[src/rtl/mem_ctrl_if.sv]
// rtl/mem_ctrl_if.sv - datapath, external memory and device I/O signals of mem_ctrl
interface mem_ctrl_if;
    logic        MIO_EN;
    logic        R_W;
    logic        LD_MAR;
    logic        LD_MDR;
    logic [15:0] BUS;
    logic [15:0] MAR;
    logic [15:0] MDR;
    logic        R;
    logic [15:0] mem_addr;
    logic [15:0] mem_wdata;
    logic        mem_we;
    logic        mem_re;
    logic [15:0] mem_rdata;
    logic        INT;
    logic        KB_VALID;
    logic [7:0]  KB_DATA;
    logic        DISP_READY;
    logic        DISP_VALID;
    logic [7:0]  DISP_DATA;

    modport slave (
        input  MIO_EN, R_W, LD_MAR, LD_MDR, BUS, mem_rdata, KB_VALID, KB_DATA, DISP_READY,
        output MAR, MDR, R, mem_addr, mem_wdata, mem_we, mem_re, INT, DISP_VALID, DISP_DATA
    );

    modport master (
        output MIO_EN, R_W, LD_MAR, LD_MDR, BUS, mem_rdata, KB_VALID, KB_DATA, DISP_READY,
        input  MAR, MDR, R, mem_addr, mem_wdata, mem_we, mem_re, INT, DISP_VALID, DISP_DATA
    );
endinterface

[src/rtl/mem_ctrl.sv]
// rtl/mem_ctrl.sv - LC-3 style MAR/MDR memory controller with wait states
// Optional memory-mapped keyboard/display registers when LC3_MMIO_EN is defined.
module mem_ctrl #(
    parameter int WAIT_STATES = 4
) (
    input logic       CLK,
    input logic       RESET,
    mem_ctrl_if.slave io
);
    typedef enum logic [1:0] {IDLE, ACCESS, DONE} state_t;

    state_t      state, state_nxt;
    logic [3:0]  cnt, cnt_nxt;
    logic        rw_q;
    logic [15:0] mar_q, mdr_q;
    logic        r_q;
    logic        mmio_hit;
    logic        mmio_go;
    logic        mmio_rd;
    logic [15:0] mmio_rdata;
    logic        mem_load;

    always_comb begin
        state_nxt = state;
        cnt_nxt   = cnt;
        case (state)
            IDLE: begin
                if (io.MIO_EN) begin
                    if (mmio_hit) begin
                        state_nxt = DONE;
                    end else begin
                        state_nxt = ACCESS;
                        cnt_nxt   = 4'(WAIT_STATES - 1);
                    end
                end
            end
            ACCESS: begin
                if (!io.MIO_EN) begin
                    state_nxt = IDLE;
                    cnt_nxt   = 4'd0;
                end else if (cnt == 4'd0) begin
                    state_nxt = DONE;
                end else begin
                    cnt_nxt = cnt - 4'd1;
                end
            end
            DONE:    state_nxt = IDLE;
            default: state_nxt = IDLE;
        endcase
    end

    assign mem_load = (state == ACCESS) && (state_nxt == DONE) && !rw_q;
    assign mmio_go  = (state == IDLE) && (state_nxt == DONE);
    assign mmio_rd  = mmio_go && !io.R_W;

    always_ff @(posedge CLK) begin
        if (RESET) begin
            state <= IDLE;
            cnt   <= 4'd0;
            rw_q  <= 1'b0;
            mar_q <= 16'd0;
            mdr_q <= 16'd0;
            r_q   <= 1'b0;
        end else begin
            state <= state_nxt;
            cnt   <= cnt_nxt;
            r_q   <= (state_nxt == DONE);
            if (state == IDLE && io.MIO_EN)
                rw_q <= io.R_W;
            if (state == IDLE && io.LD_MAR)
                mar_q <= io.BUS;
            // A pending memory read owns MDR; bus loads only when no read is requested.
            if (mem_load)
                mdr_q <= io.mem_rdata;
            else if (mmio_rd)
                mdr_q <= mmio_rdata;
            else if (io.LD_MDR && !(io.MIO_EN && !io.R_W))
                mdr_q <= io.BUS;
        end
    end

    assign io.MAR       = mar_q;
    assign io.MDR       = mdr_q;
    assign io.R         = r_q;
    assign io.mem_addr  = mar_q;
    assign io.mem_wdata = mdr_q;
    assign io.mem_re    = (state == ACCESS) && !rw_q;
    assign io.mem_we    = (state == ACCESS) && rw_q;

`ifdef LC3_MMIO_EN
    localparam logic [15:0] ADDR_KBSR = 16'hFE00;
    localparam logic [15:0] ADDR_KBDR = 16'hFE02;
    localparam logic [15:0] ADDR_DSR  = 16'hFE04;
    localparam logic [15:0] ADDR_DDR  = 16'hFE06;

    logic       kb_rdy, kb_ie;
    logic [7:0] kbdr;
    logic       disp_valid;
    logic [7:0] disp_data;
    logic       int_q;

    assign mmio_hit = (mar_q == ADDR_KBSR) || (mar_q == ADDR_KBDR) ||
                      (mar_q == ADDR_DSR)  || (mar_q == ADDR_DDR);

    always_comb begin
        mmio_rdata = 16'd0;
        case (mar_q)
            ADDR_KBSR: mmio_rdata = {kb_rdy, kb_ie, 14'd0};
            ADDR_KBDR: mmio_rdata = {8'd0, kbdr};
            ADDR_DSR:  mmio_rdata = {io.DISP_READY, 15'd0};
            default:   mmio_rdata = 16'd0;
        endcase
    end

    always_ff @(posedge CLK) begin
        if (RESET) begin
            kb_rdy     <= 1'b0;
            kb_ie      <= 1'b0;
            kbdr       <= 8'd0;
            disp_valid <= 1'b0;
            disp_data  <= 8'd0;
            int_q      <= 1'b0;
        end else begin
            disp_valid <= mmio_go && io.R_W && (mar_q == ADDR_DDR);
            if (mmio_go && io.R_W && (mar_q == ADDR_DDR))
                disp_data <= mdr_q[7:0];
            // New keystroke beats a simultaneous KBDR read clearing the ready flag.
            if (io.KB_VALID) begin
                kb_rdy <= 1'b1;
                kbdr   <= io.KB_DATA;
            end else if (mmio_rd && (mar_q == ADDR_KBDR)) begin
                kb_rdy <= 1'b0;
            end
            if (mmio_go && io.R_W && (mar_q == ADDR_KBSR))
                kb_ie <= mdr_q[14];
            int_q <= kb_rdy & kb_ie;
        end
    end

    assign io.INT        = int_q;
    assign io.DISP_VALID = disp_valid;
    assign io.DISP_DATA  = disp_data;
`else
    logic unused_dev;

    assign mmio_hit      = 1'b0;
    assign mmio_rdata    = 16'd0;
    assign unused_dev    = ^{io.KB_VALID, io.KB_DATA, io.DISP_READY};
    assign io.INT        = 1'b0;
    assign io.DISP_VALID = 1'b0;
    assign io.DISP_DATA  = 8'd0;
`endif
endmodule

[src/flat_wrapper.sv]
// flat-port wrapper written by rule: the top's interface ports become plain ports
module mem_ctrl_flat 
#(
    parameter int WAIT_STATES = 4
)
  (CLK, RESET, io_MIO_EN, io_R_W, io_LD_MAR, io_LD_MDR, io_BUS, io_mem_rdata, io_KB_VALID, io_KB_DATA, io_DISP_READY, io_MAR, io_MDR, io_R, io_mem_addr, io_mem_wdata, io_mem_we, io_mem_re, io_INT, io_DISP_VALID, io_DISP_DATA);
  mem_ctrl_if io_i ();
  input logic CLK;
  input logic RESET;
  input wire logic [$bits(io_i.MIO_EN)-1:0] io_MIO_EN;
  input wire logic [$bits(io_i.R_W)-1:0] io_R_W;
  input wire logic [$bits(io_i.LD_MAR)-1:0] io_LD_MAR;
  input wire logic [$bits(io_i.LD_MDR)-1:0] io_LD_MDR;
  input wire logic [$bits(io_i.BUS)-1:0] io_BUS;
  input wire logic [$bits(io_i.mem_rdata)-1:0] io_mem_rdata;
  input wire logic [$bits(io_i.KB_VALID)-1:0] io_KB_VALID;
  input wire logic [$bits(io_i.KB_DATA)-1:0] io_KB_DATA;
  input wire logic [$bits(io_i.DISP_READY)-1:0] io_DISP_READY;
  output wire logic [$bits(io_i.MAR)-1:0] io_MAR;
  output wire logic [$bits(io_i.MDR)-1:0] io_MDR;
  output wire logic [$bits(io_i.R)-1:0] io_R;
  output wire logic [$bits(io_i.mem_addr)-1:0] io_mem_addr;
  output wire logic [$bits(io_i.mem_wdata)-1:0] io_mem_wdata;
  output wire logic [$bits(io_i.mem_we)-1:0] io_mem_we;
  output wire logic [$bits(io_i.mem_re)-1:0] io_mem_re;
  output wire logic [$bits(io_i.INT)-1:0] io_INT;
  output wire logic [$bits(io_i.DISP_VALID)-1:0] io_DISP_VALID;
  output wire logic [$bits(io_i.DISP_DATA)-1:0] io_DISP_DATA;
  assign io_i.MIO_EN = io_MIO_EN;
  assign io_i.R_W = io_R_W;
  assign io_i.LD_MAR = io_LD_MAR;
  assign io_i.LD_MDR = io_LD_MDR;
  assign io_i.BUS = io_BUS;
  assign io_i.mem_rdata = io_mem_rdata;
  assign io_i.KB_VALID = io_KB_VALID;
  assign io_i.KB_DATA = io_KB_DATA;
  assign io_i.DISP_READY = io_DISP_READY;
  assign io_MAR = io_i.MAR;
  assign io_MDR = io_i.MDR;
  assign io_R = io_i.R;
  assign io_mem_addr = io_i.mem_addr;
  assign io_mem_wdata = io_i.mem_wdata;
  assign io_mem_we = io_i.mem_we;
  assign io_mem_re = io_i.mem_re;
  assign io_INT = io_i.INT;
  assign io_DISP_VALID = io_i.DISP_VALID;
  assign io_DISP_DATA = io_i.DISP_DATA;
  mem_ctrl #(.WAIT_STATES(WAIT_STATES)) u_core (.CLK(CLK), .RESET(RESET), .io(io_i));
endmodule
[config.mk]
export PLATFORM = sky130hd
export DESIGN_NAME = mem_ctrl_flat
export DESIGN_NICKNAME = d
export VERILOG_FILES = /design/src/rtl/mem_ctrl_if.sv /design/src/rtl/mem_ctrl.sv /design/src/flat_wrapper.sv
export SDC_FILE = /design/constraint.sdc
export NUM_CORES = 1
export LEC_CHECK = 0
export CAP_MARGIN = 10
export CELL_PAD_IN_SITES_DETAIL_PLACEMENT = 0
export CELL_PAD_IN_SITES_GLOBAL_PLACEMENT = 1
export CORE_MARGIN = 4
export CORE_UTILIZATION = 27
export DETAILED_ROUTE_END_ITERATION = 12
export GPL_TIMING_DRIVEN = 0
export PLACE_DENSITY = 0.77
export REMOVE_ABC_BUFFERS = 1
export SETUP_SLACK_MARGIN = 0.02
export SYNTH_ARGS = -nofsm -noshare
export SYNTH_HDL_FRONTEND = slang
export SYNTH_SLANG_ARGS = --single-unit
[constraint.sdc]
create_clock -name CLK -period 2 [get_ports CLK]
set_input_delay 0.4 -clock CLK [delete_from_list [all_inputs] [get_ports CLK]]
set_output_delay 0.4 -clock CLK [all_outputs]
set_load 0.005 [all_outputs]
==> impl_results.md <==
* Result of the run: finished clean
* Root Driver: clkbuf_8
* Vias in the first global route at 2101
* Synthesized instance count at 265
* CTS tree: yes
* Slew Limit Fails at 0
* Area contributors post-synth: dfxtp_1, buf_4, a311oi_2
* GRT Overall Usage at 13.8%
* GR Util met1 at 16.8%
* Crit-path max FO at 4
* EDFF count, synth at 0
* Main combinational cell family by area after synthesis: compound AO/OA/AOI/OAI gates
* Max-cap violations at 0
* Area of the mapped netlist at 0.00223 mm2
* Type of origin of the critical path: register
* Gpl congestion at 0.764
* Worst slew pin tran at 0.891 ns
* Clock sink total at 40
* CTS max path bufs at 2
* Adder-Cell Fraction of Synth Area at 1.12%
* # rows at 32
* Simple-Gate Fraction of Synth Area at 15.5%
* Core Util, Final at 40.5%
* Buffers and inverters on the worst path at 1
* Initial drt markers at 80
* Met2 Use GR at 23.7%
* Setup CP Type: register to primary output
* Hold_buf cts at 0
* Max IR drop VDD at 0.243 mV
* GR peak layer: met2
* Nets at 373
* Top cells by count, synth: buf_4, dfxtp_1, nand2_1
* Clock Pin Slew Worst Setup and Hold Paths at 0.07 ns
* Die Wd at 99.0 um
* Fin Clk Skew at 0.00744 ns
* Setup TNS at 0 ns
* #FFs+latches synth at 40
* Vias post-DR at 2051
* # H-tree levels at 2
* Clk_lat worst skew at 0.29 ns
* P_leak at 1.09 nW
* CP max stage cell: clkdlybuf4s50_1
* Final HPWL DP at 4920 um
* Crit path from: u_core.state[0]
* IO buf count at 104
* Die area at 0.00980 mm2
* Largest stage delay on the critical path at 0.51 ns
* Setup violators final at 0
* Arr. time, crit path at 1.48 ns
* Delay-heaviest family, CP: buffers and inverters
* FILL cells at 785
* Core ar. at 0.00789 mm2
* Cells along the critical path: nor2b_1, and2_1, clkdlybuf4s50_1
* Multiplexer area fraction after synthesis at 1.34%
* Synth Area in Compound Gates at 25.0%
* Yosys cell types at 37
* Worst setup EP type: primary output
* Syn. warnings at 0
* First-pass GRT wire length at 10800 um
* Final min period at 1.88 ns
* Share of Yosys cell area claimed by the top area cell type at 35.8%
* Post-synth top area cell: dfxtp_1
* Share of flip-flops with an asynchronous set or reset at 0%
* Met3 Track Usage GR at 2.90%
* Final hold vios at 0
* Hold Startpoint: u_core.io.MAR[13]
* Largest net degree at the start of global routing at 41
* Seq/Total Area, Yosys at 35.8%
* Antenna diodes at 0
* Synth Flop Type: dfxtp_1
* Synthesized area per cell at 8.43 um2
* WHS at 0.472 ns
* DRC viols at 0
* Xor/xnor share of the synthesized area at 0.392%
* Vias per cell at 4.81
* RSZ-0062 raised after global routing: no
* Max Fclk at 531 MHz
* Drt first pass iters at 4
* Die height at 99.0 um
* Fin crit share at 94.1%
* Final WL at 6790 um
* Layout cells sized above 1 at 10.5%
* RR Startpoint: u_core.cnt[0]
* Initial antenna violation count at 0
* Cts bufs inserted at 5
* Most frequent cell after synthesis: buf_4
* DR WL/cell at 15.9 um
* Antenna viol nets, final at 0
* Initial core utilization at 28.3%
* Pwr Density at 631 mW/mm2
* Slew HR at 40.6%
* Req. time, crit path at 1.60 ns
* Area growth syn-to-layout at 43.0%
* Congestion Overflow GR at 0
* I/O Pins at 125
* Worst hold path class: register to register
[through the flow]
step,setup slack [ns],area (um2),instances,total power [mW]
2_1_floorplan,0.155,1830,207,1.10
3_3_place_gp,-1.05,3000,413,1.44
3_5_place_dp,-1.06,3010,414,1.45
4_1_cts,0.0947,3170,425,2.04
5_1_grt,0.0286,3200,426,2.13
6_report,0.117,3200,426,2.02
[per-layer routing]
metal / wire length [um] / vias to the layer above
li1: - / 1006
met1: 3070 / 975
met2: 3320 / 63
met3: 313 / 7
met4: 82 / 0
met5: 0 / -
[final timing paths]
| path | slack, ns | cells past startpoint | to |
|---|---|---|---|
| setup / recovery | 0.12 | 3 | io_mem_we |
| hold / removal | 0.47 | 2 | u_core.io.MAR[13] |
| setup reg to reg | 0.23 | 5 | u_core.io.MDR[1] |
| hold reg to reg | 0.47 | 2 | u_core.io.MAR[13] |
[cell usage in the layout, fill, tap and decap left out, drive strengths merged, types with 2 or more instances in the layout]
cell type	instances
a211oi	2
a21oi	17
a311oi	16
and2	2
buf	6
clkbuf	6
clkdlybuf4s50	101
clkinv	2
conb	10
dfxtp	40
dlygate4sd2	2
ha	2
inv	7
mux2i	3
nand2	32
nor2	3
nor2b	2
nor3	16
nor3b	2
nor4b	2
o211ai	18
o21ai	19
or3b	2
[area by class of cell]
class | count | area [um2] | area share, %
tap | 102 | 128 | 3.99
clock inverter | 2 | 10.0 | 0.313
timing repair buffer | 109 | 1090 | 34.0
inverter | 7 | 26.3 | 0.822
multi-input combinational | 160 | 1050 | 33.0
sequential | 40 | 808 | 25.3
clock buffer | 6 | 82.6 | 2.58
[flip-flops by register name, summed over array words and instances, names as in the netlist]
register / count
u_core.cnt: 4
u_core.io.MAR: 16
u_core.io.MDR: 16
u_core.io.R: 1
u_core.rw_q: 1
u_core.state: 2
[what timing repair did]
action,in CTS,in global routing
resized for setup,15,1
setup buffers,3,1
endpoints found under the hold margin,0,0
setup endpoints to repair,23,6
[power by group]
part | internal (mW) | switching [mW] | leakage (nW)
clock network | 0.275 | 0.287 | 0.0510
registers | 0.854 | 0.0495 | 0.330
logic | 0.317 | 0.234 | 0.713
total | 1.45 | 0.570 | 1.09
[logic make-up (layout without fill, tap and decap cells)]
kind of cell,count (synthesis),after routing
other,1,10
AND/OR/NAND/NOR,69,69
buffers and inverters,74,124
flip-flops,40,40
multiplexers,3,3
adder cells (fa/ha/maj),2,2
XOR/XNOR,1,1
AO/OA/AOI/OAI,75,75
[worst register-to-register path: stages (launching register included)]
cell and delay (ns):
dfxtp_1 0.36, inv_1 0.09, ha_1 0.23, nand4bb_4 0.30, or2_4 0.45, a311oi_1 0.24
No activity file was read; power rests on OpenSTA's default activity.
